[config.mk]
export PLATFORM = sky130hd
export DESIGN_NAME = lcd_panel_seq
export DESIGN_NICKNAME = d
export VERILOG_FILES = /design/src/rtl/lcd_panel_seq.sv
export SDC_FILE = /design/constraint.sdc
export NUM_CORES = 1
export LEC_CHECK = 0
export ABC_AREA = 1
export CORE_AREA = 2 2 98 100
export CTS_BUF_LIST = sky130_fd_sc_hd__clkbuf_8
export DETAILED_ROUTE_END_ITERATION = 7
export DIE_AREA = 0 0 100 102
export PLACE_DENSITY_LB_ADDON = 0.25
export SYNTH_ARGS = -nofsm -noshare
export SYNTH_HDL_FRONTEND = slang
export SYNTH_SLANG_ARGS = --single-unit
[constraint.sdc]
create_clock -name sys_clk -period 3.1 [get_ports sys_clk]
set_clock_uncertainty 0.2 [all_clocks]
set_input_delay 0.31 -clock sys_clk [delete_from_list [all_inputs] [get_ports sys_clk]]
set_output_delay 0.31 -clock sys_clk [all_outputs]
set_load 0.05 [all_outputs]
[src/rtl/lcd_panel_seq.sv]
// LCD panel power-up sequencer: strap detect, decode, driver release,
// display enable after stable frames, frame watchdog and re-detect.
module lcd_panel_seq #(
  parameter int SETTLE_CYCLES     = 1000,
  parameter int SAMPLE_GAP        = 16,
  parameter int MAX_RETRY         = 3,
  parameter int DISP_DELAY_FRAMES = 2,
  parameter int FRAME_TIMEOUT     = 2000000
) (
  input  logic        sys_clk,
  input  logic        sys_rst,
  input  logic [2:0]  strap_in,
  input  logic        lcd_vs,
  input  logic        redetect,
  output logic        bus_oe,
  output logic [15:0] lcd_id,
  output logic [10:0] h_disp,
  output logic [10:0] v_disp,
  output logic [1:0]  pclk_sel,
  output logic        cfg_valid,
  output logic        drv_rst,
  output logic        lcd_disp,
  output logic [1:0]  fault
);

  typedef enum logic [2:0] {
    SETTLE, SAMPLE1, GAP, SAMPLE2,
    CONFIG, WAIT_FRM, ON, HALT
  } state_t;

  localparam int CMAX = (SETTLE_CYCLES > SAMPLE_GAP) ?
                        SETTLE_CYCLES : SAMPLE_GAP;
  localparam int CW = $clog2(CMAX + 1);
  localparam int WW = $clog2(FRAME_TIMEOUT + 1);
  localparam int RW = $clog2(MAX_RETRY + 2);
  localparam int FW = $clog2(DISP_DELAY_FRAMES + 1);

  localparam logic [CW-1:0] SETTLE_END = CW'(SETTLE_CYCLES - 1);
  localparam logic [CW-1:0] GAP_END    = CW'(SAMPLE_GAP - 1);
  localparam logic [WW-1:0] WDOG_END   = WW'(FRAME_TIMEOUT - 1);
  localparam logic [RW-1:0] RETRY_LIM  = RW'(MAX_RETRY);
  localparam logic [FW-1:0] FRM_END    = FW'(DISP_DELAY_FRAMES - 1);

  state_t        state;
  logic [CW-1:0] cnt;
  logic [WW-1:0] wdog;
  logic [RW-1:0] retry;
  logic [FW-1:0] frm;
  logic [2:0]    s1;
  logic [2:0]    vs_sync;
  logic          vs_pulse;
  logic          timeout;

  logic          dec_ok;
  logic [15:0]   dec_id;
  logic [10:0]   dec_h;
  logic [10:0]   dec_v;
  logic [1:0]    dec_sel;

  always_comb begin
    dec_ok  = 1'b1;
    dec_id  = 16'h4342;
    dec_h   = 11'd480;
    dec_v   = 11'd272;
    dec_sel = 2'd0;
    case (strap_in)
      3'b000: dec_ok = 1'b1;
      3'b001: begin
        dec_id  = 16'h7084;
        dec_h   = 11'd800;
        dec_v   = 11'd480;
        dec_sel = 2'd1;
      end
      3'b010: begin
        dec_id  = 16'h7016;
        dec_h   = 11'd1024;
        dec_v   = 11'd600;
        dec_sel = 2'd2;
      end
      3'b100: begin
        dec_id  = 16'h4384;
        dec_h   = 11'd800;
        dec_v   = 11'd480;
        dec_sel = 2'd1;
      end
      3'b101: begin
        dec_id  = 16'h1018;
        dec_h   = 11'd1280;
        dec_v   = 11'd800;
        dec_sel = 2'd3;
      end
      default: dec_ok = 1'b0;
    endcase
  end

  // Two-flop synchronizer plus edge register: pin to pulse is 3 clocks
  always_ff @(posedge sys_clk) begin
    if (sys_rst) begin
      vs_sync  <= '0;
      vs_pulse <= 1'b0;
    end else begin
      vs_sync  <= {vs_sync[1:0], lcd_vs};
      vs_pulse <= vs_sync[1] & ~vs_sync[2];
    end
  end

  assign timeout = !vs_pulse && (wdog == WDOG_END);

  always_ff @(posedge sys_clk) begin
    if (sys_rst) begin
      state     <= SETTLE;
      cnt       <= '0;
      wdog      <= '0;
      retry     <= '0;
      frm       <= '0;
      s1        <= '0;
      bus_oe    <= 1'b0;
      lcd_id    <= '0;
      h_disp    <= '0;
      v_disp    <= '0;
      pclk_sel  <= '0;
      cfg_valid <= 1'b0;
      drv_rst   <= 1'b1;
      lcd_disp  <= 1'b0;
      fault     <= 2'd0;
    end else begin
      case (state)
        SETTLE:
          if (cnt == SETTLE_END) begin
            cnt   <= '0;
            state <= SAMPLE1;
          end else begin
            cnt <= cnt + CW'(1);
          end
        SAMPLE1: begin
          s1    <= strap_in;
          state <= GAP;
        end
        GAP:
          if (cnt == GAP_END) begin
            cnt   <= '0;
            state <= SAMPLE2;
          end else begin
            cnt <= cnt + CW'(1);
          end
        SAMPLE2:
          if (strap_in == s1 && dec_ok) begin
            lcd_id    <= dec_id;
            h_disp    <= dec_h;
            v_disp    <= dec_v;
            pclk_sel  <= dec_sel;
            cfg_valid <= 1'b1;
            state     <= CONFIG;
          end else if (retry == RETRY_LIM) begin
            lcd_id    <= 16'h4342;
            h_disp    <= 11'd480;
            v_disp    <= 11'd272;
            pclk_sel  <= 2'd0;
            cfg_valid <= 1'b1;
            fault     <= 2'd1;
            state     <= CONFIG;
          end else begin
            retry <= retry + RW'(1);
            state <= SETTLE;
          end
        CONFIG: begin
          drv_rst <= 1'b0;
          bus_oe  <= 1'b1;
          wdog    <= '0;
          frm     <= '0;
          state   <= WAIT_FRM;
        end
        WAIT_FRM, ON:
          if (timeout) begin
            drv_rst  <= 1'b1;
            lcd_disp <= 1'b0;
            bus_oe   <= 1'b0;
            fault    <= 2'd2;
            state    <= HALT;
          end else if (redetect) begin
            drv_rst   <= 1'b1;
            lcd_disp  <= 1'b0;
            bus_oe    <= 1'b0;
            cfg_valid <= 1'b0;
            fault     <= 2'd0;
            retry     <= '0;
            cnt       <= '0;
            state     <= SETTLE;
          end else begin
            wdog <= vs_pulse ? '0 : wdog + WW'(1);
            if (state == WAIT_FRM && vs_pulse) begin
              if (frm == FRM_END) begin
                lcd_disp <= 1'b1;
                state    <= ON;
              end else begin
                frm <= frm + FW'(1);
              end
            end
          end
        HALT: state <= HALT;
        default: state <= SETTLE;
      endcase
    end
  end

endmodule

* Word-level counts from Yosys, hierarchy flattened
Cells that the tools add are included.
** Operators by class
- $add $sub $neg :: 4
- Equal/unequal tests :: 31
- Mux-type cells :: 60
- Bitwise logic cells :: 2
- Reduce and logical (&&, ||, !) cells :: 25
** Operators with widths (number)
- $mux W21 :: 3
- $pmux W10 S3 :: 2
- $pmux W15 S4 :: 1
- $mux W11 :: 4
- $pmux W21 S2 :: 1
- $mux W10 :: 4
- $mux W3 :: 12
- $pmux W11 S3 :: 1
- $mux W16 :: 2
- $add A21 B1 Y21 const B :: 1
- $eq A21 B21 Y1 const B :: 1
- $pmux W3 S7 :: 1
- $mux W2 :: 10
- $ne A2 B2 Y1 const B :: 10
- $eq A3 B3 Y1 const B :: 6
- $eq A3 B2 Y1 const B :: 4
- $mux W1 :: 12
- $reduce_and A4 Y1 :: 3
- $add A10 B1 Y10 const B :: 1
- $eq A10 B10 Y1 const B :: 1
- $eq A10 B4 Y1 const B :: 1
- $reduce_and A5 Y1 :: 2
- $reduce_and A3 Y1 :: 3
- $reduce_bool A3 Y1 :: 3
- 20 further kinds :: 33
** Storage, ports and cells
- Register bits after elaboration :: 92
- Input bits :: 7

* Depth between registers and ports, before layout
Gate-level depths: netlist of run 1.
- Depth after elaboration :: 6
- Depth in mapped cells :: 12
- Depth with buffers taken out :: 12

* Worst setup path after synthesis of run 1
OpenSTA, ideal clock, no wires.
- Path type :: register -> register
- Start point :: register wdog[0]
- End point :: register wdog[16]
- Setup time :: 68 ps
- Arrival :: 1603 ps
- Slack :: 1229 ps
- Stages on the path, launching flop included :: 11
- Path buffers :: 1
- Path through :: dfxtp_1 > ha_1 > nand3_1 > nor2_1 > nand3_2 > nand2_1 > nand2_1 > nand2_1 > buf_2 > nand2_1 > a21oi_2
** On the way
- Longest elaborated chain between the ends :: 5
- Elaborated cells between the ends (all ways) :: 9
- Those cells by class :: add/sub: 1; eq/ne: 2; mux: 4; reduce/logical: 2
** RTL lines
- start: declaration :: RTL line 46 : logic [WW-1:0] wdog;
- start signal: assignment :: RTL line 190 : wdog <= vs_pulse ? '0 : wdog + WW'(1);
- $add A21 B1 Y21 :: RTL line 190
- $mux W21 :: RTL line 190
- $mux W21 :: RTL line 180 : end else if (redetect) begin
- $mux W21 :: RTL line 174 : if (timeout) begin
- $pmux W21 S2 :: RTL line 127 : case (state)
Parallel ways exist; a longest one is shown, timed or not. The select of a mux whose other input is x is not followed.
A chain may end at the register's enable or synchronous reset.

* Worst setup path in the final report of run 1
- Start point :: register wdog[0]
- End point :: register wdog[20]
The elaborated chain is that of the path after synthesis.

==> impl_results.md, run 1 <==
- Die X: 100 um
- Power density cells: 514.7 mW/mm^2
- # diodes: 0
- H-Tree Depth: 3
- Cell Count, Final, Fillers Out: 765
- Post-route design area: 0.004588 sq mm
- Post-Syn Instances: 621
- Worst skew pair latency: about 0.34 ns
- Setup TNS: 0 ns
- Clock-pin transition on the worst setup and hold timing paths: around 0.08 ns
- Worst slew pin tran: 0.7157 ns
- Setup crit start kind: register
- Pwr Total: 2.362 mW
- Mapped cell area: between 0.004 and 0.005 sq mm
- Syn avg cell area: 6.470 sq um
- Leading post-synthesis cells by cell area: dfxtp_1 (34%), nand2_1 (15%), nor2_1 (8.8%)
- Routing usage on met3: under 10%
- Count leader, synth: nand2_1
- Most instantiated cells after synthesis: nand2_1 (159), nor2_1 (94), dfxtp_1 (69)
- Clk buf depth: 2
- CP Max Fanout: 20
- Clock root buffer: clkbuf_8
- Max rail drop VDD: 218.8 uV
- Crit path time final: ~2.5 ns
- Remaining routing DRC violations: 0
- Die area: about 0.010 sq mm
- WS Path Type: register to register
- Placed cell area: 0.004364 sq mm
- DR pass1 iterations: 5
- Main flop type after synthesis: dfxtp_1
- Worst min path class: register to register
- Hold_buf cts: 0
- Number of flops mapped to enable cells by yosys: 0
- Pin count of the biggest net entering global routing: 32
- CTS tree: done
- Total area of sequential cells: approximately 0.0014 sq mm
- Final Hold Fails: 0
- Fmax: 395.2 MHz
- Area delta synth->final: 14.20%
- Rel. slew slack: between 50% and 60%
- Crit path DAT: 2.60 ns
- Post-synth top area share: 34.38%
- I/O Pins: 53
- Ys async rst share: 0%
- Post-DRT Antenna Nets: 0
- Most used routing layer in global routing: met2
- Met2 Usage GRT: 32.64%
- Num CTS Buffers: 9
- Final hold slack: 0.1977 ns
- Vias: 3908
- Post-CTS resize count: 0
- DR WL/cell: approximately 12 um
- Final Max Tran Viols: 0
- Yosys top cell by area: dfxtp_1
- #FFs+latches synth: 69
- Core Area: ~0.009 sq mm
- Initial antenna violation count: 0
- Via density: 5.108
- CP endpoint kind: register
- Seq/Total Area, Yosys: 34.38%
- Iter 0 DRT Violations: 205
- Row cnt: 35
- Starting Density: 44.11%
- Footprint of the multi-input gates: 0.002170 sq mm
- M1 GR Usage: 24.76%
- RSZ-0062 raised after global routing: no
- Final HPWL DP: 6759 um
- First-pass GRT wire length: 15880 um
- Max-Cap Viols: 0
- Filler cells: 902
- Routed WL: 9487 um
- Vias in the first global route: 3516
- Setup bufs post-CTS: 0
- Share of layout cells above drive strength 1: ~6.6%
- Die Y: 102 um
- Count of cell types in the netlist: 38
- Status: finished clean
- Fin nets: 661
- Reg2reg setup slack: ~0.57 ns
- CP required: around 3.2 ns
- Leak: 1.836 nW
- Grt ovf: 0
- Synth Warn #: 0
- Final period util: roughly 82%
- CTS sink count: 69
- Overall routing resource usage: 19.42%
- Routability cong.: 0.9226
- Endpoints failing setup: 0
- DP Cell Count: 749
- IO buf count: 38
-- logic make-up (layout without fill, tap and decap cells) --
logic type | count (synthesis) | in the layout | synth area share (%)
other | 1 | 14 | 0.09334
buffers and inverters | 107 | 127 | 12.83
adder cells (fa/ha/maj) | 5 | 5 | 1.557
AO/OA/AOI/OAI | 93 | 93 | 12.24
AND/OR/NAND/NOR | 342 | 342 | 38.03
XOR/XNOR | 4 | 4 | 0.8722
flip-flops | 69 | 69 | 34.38
-- path summary, 6_finish.rpt --
kind | to | startpoint | cells past startpoint
setup / recovery | wdog[20]$_SDFFE_PP0P_ | wdog[0]$_SDFFE_PP0P_ | 9
hold / removal | vs_pulse$_SDFF_PP0_ | vs_sync[2]$_SDFF_PP0_ | 1
setup reg to reg | wdog[20]$_SDFFE_PP0P_ | wdog[0]$_SDFFE_PP0P_ | 9
hold reg to reg | vs_pulse$_SDFF_PP0_ | vs_sync[2]$_SDFF_PP0_ | 1
-- placed cells by master, fill, tap and decap left out, types with 3 or more instances in the layout --
cell type / count
a21oi_1: 46
buf_4: 4
clkbuf_8: 10
clkdlybuf4s50_1: 38
conb_1: 14
dfxtp_1: 69
ha_1: 5
inv_1: 64
inv_2: 3
nand2_1: 159
nand3_1: 50
nand3_2: 4
nand3b_1: 3
nand4_1: 15
nor2_1: 94
nor3_1: 5
o21ai_0: 38
-- where the power goes --
part           internal, mW  switching, mW
combinational         0.163          0.381
clock                 0.473          0.347
sequential            0.936         0.0607
total                  1.57          0.789
-- layer usage --
metal  vias up  share of wire (%)
met5         -                  0
met4         0                1.5
met2       106                 47
met3        12                4.9
met1      1783                 47
li1       2007                  -
-- registers in the layout (all words and copies together) (netlist names) --
register and cells:
state 3, retry 3, v_disp 3, s1 3, cfg_valid 1, lcd_disp 1, cnt 10, lcd_id 10
pclk_sel 1, h_disp 3, bus_oe 1, wdog 21, vs_sync 3, frm 2, vs_pulse 1, fault 2
drv_rst 1
-- area by class of cell --
cell class	instances	area share, %
multi-input combinational	458	47.29
sequential	69	30.11
timing repair buffer	42	8.945
inverter	69	5.754
tap	111	3.027
clock buffer	10	3.000
clock inverter	6	1.882
-- critical path: stages, from the launching register on --
cell and delay [ns]:
dfxtp_1 0.41, ha_1 0.21, nand3_1 0.19, nor2_1 0.18, nand3_2 0.16, nand2_1 0.09, nand2_1 0.14, nand2_1 0.58
nand2_1 0.15, a21oi_2 0.15
-- per-stage QoR --
stage / util [%] / worst slack, ns
after floorplan: - / 1.229
after global placement: 47.91 / 0.7001
after detailed placement: 47.91 / 0.6028
after CTS: 50.37 / 0.5815
after global routing: 50.37 / 0.3509
final: 50.37 / 0.5697
(Power assumes the default switching activity.)
==> run 2: changes to the inputs <==
Clock period 3.1 ns to 2.2 ns, I/O delays scaled along.
==> run 2 against run 1 <==
Effect of this change:
- die area unchanged
- flip-flop and latch count unchanged
- sequential power increased by 39%
- worst hold slack got worse by 0.0052 ns
- first-iteration DRC count unchanged
- count of clock-buffer cells in the layout unchanged
- largest cell class unchanged
==> impl_results.md, run 2 (synthesis gave the netlist of run 1 again) <==
- Status: finished clean
- Pin count of the biggest net entering global routing: 32
- H-Tree Depth: 3
- Max rail drop VDD: 375.5 uV
- Critical path buffers and inverters: 1
- Crit path largest cell delay: 0.84 ns
- Routed WL: 9780 um
- Worst slew pin tran: about 0.53 ns
- Place WS: 0.01129 ns
- Area delta synth->final: 18.87%
- Leak: roughly 1.9 nW
- Vias: 3997
- Setup crit start kind: register
- Rel. slew slack: 64.59%
- First-pass GRT wire length: 16640 um
- Worst min path class: register to register
- Largest register FFs: 21
- Routability cong.: 0.9454
- DR WL/cell: around 12 um
- Fin nets: 681
- CTS tree: done
- # diodes: 0
- Die Y: 102 um
- Die X: 100 um
- Clock root buffer: clkbuf_8
- Filler cells: 925
- Commonest non-fill, non-tap cell in the layout: nand2_1
- Largest Register: wdog
- Starting Density: 44.11%
- Row cnt: 35
- Share of layout cells above drive strength 1: 10.24%
- Reg2reg setup slack: 0.21 ns
- Clk buf depth: 2
- Final period util: 91.36%
- Final Hold Fails: 0
- Hold_buf cts: 0
- Max-Cap Viols: 0
- Via density: 5.092
- DR pass1 iterations: 5
- CP Max Fanout: 5
- Fmax: 497.6 MHz
- Endpoints failing setup: 0
- Placed cell area: between 0.004 and 0.005 sq mm
- Final HPWL DP: approximately 7000 um
- Power density cells: between 700 and 800 mW/mm^2
- Core Area: between 0.009 and 0.01 sq mm
- Grt ovf: 0
- Clock-pin transition on the worst setup and hold timing paths: roughly 0.080 ns
- Setup TNS: 0 ns
- IO buf count: 38
- CP max-delay cell: clkdlybuf4s50_1
- CP required: 1.78 ns
- Die area: a little over 0.01 sq mm
- Remaining routing DRC violations: 0
- Setup WS post-layout: roughly 0.19 ns
- Vias in the first global route: 3714
- Post-route design area: 0.004776 sq mm
- Initial antenna violation count: 0
- Most frequent cells in the layout: nand2_1 (159), nor2_1 (93), dfxtp_1 (68)
- CP endpoint kind: primary output
- Post-DRT Antenna Nets: 0
- Final Max Tran Viols: 0
- Largest regs: wdog x21, cnt x10, lcd_id x10
- Cell family with most CP delay: buffers and inverters
- WS Path Type: register to primary output
- Worst-path cell chain: clkdlybuf4s50_1
- Crit path time final: 2.010 ns
- Iter 0 DRT Violations: 205
- Worst skew pair latency: about 0.34 ns
- I/O Pins: 53
- CTS sink count: between 60 and 70
- Crit path DAT: ~1.6 ns
- Pwr Total: 3.418 mW
- Num CTS Buffers: 9
- Overall routing resource usage: 20.04%
==> run 2: cell types whose count changed in the layout (fill, tap and decap cells not counted), moves of 2 or more <==
| cell | previous run | this run |
|---|---|---|
| ha_2 | 0 | 2 |
| ha_1 | 5 | 3 |
| nand3_1 | 50 | 47 |
| clkinv_2 | 2 | 0 |
| nand3_2 | 4 | 7 |
| buf_4 | 4 | 23 |
==> run 2: worst paths after layout <==
check / from / endpoint / depth (start not counted)
worst max-delay path: lcd_id[4]$_SDFFE_PP0P_ / v_disp[9] / 1
worst min-delay path: vs_sync[2]$_SDFF_PP0_ / vs_pulse$_SDFF_PP0_ / 1
worst max register to register: wdog[0]$_SDFFE_PP0P_ / retry[2]$_SDFFE_PP0P_ / 12
worst min register to register: vs_sync[2]$_SDFF_PP0_ / vs_pulse$_SDFF_PP0_ / 1
==> run 2: repair_timing <==
item | CTS | global route
resized for setup | 0 | 7
endpoints found under the hold margin | 0 | 0
endpoints found under the setup margin | 0 | 10
buffers inserted | 0 | 3
==> run 2: final cells by class <==
cell class	count	area (sq um)	share of cell area, %
Clock inverter	6	87.58	1.834
Timing Repair Buffer	62	573.1	12.00
Inverter	69	264.0	5.528
Tap cell	111	138.9	2.908
Multi-Input combinational cell	458	2192	45.90
Clock buffer	10	137.6	2.882
Sequential cell	69	1383	28.95
==> run 2: power breakdown <==
group	leakage (nW)	switching, mW	internal, mW	total [mW]
registers	0.558	0.0714	1.32	1.39
logic	1.26	0.568	0.295	0.863
clock network	0.110	0.495	0.667	1.16
total	1.93	1.13	2.28	3.42
==> run 2: stage by stage <==
step                hold slack [ns]  std cells  util (%)
finish                       0.1924        785     52.43
floorplan                    0.1270        634         -
global placement             0.1788        766     49.45
detailed placement           0.1831        766     49.45
CTS                          0.1789        782     51.92
global route                 0.1932        785     52.43
==> run 2: layer usage <==
metal / vias up / routed length [um] / GRT usage (%)
li1: 2056 / - / -
met4: 0 / 83 / 6.533
met5: - / 0 / 0
met3: 8 / 548 / 4.309
met2: 121 / 4670 / 34.56
met1: 1812 / 4477 / 25.09
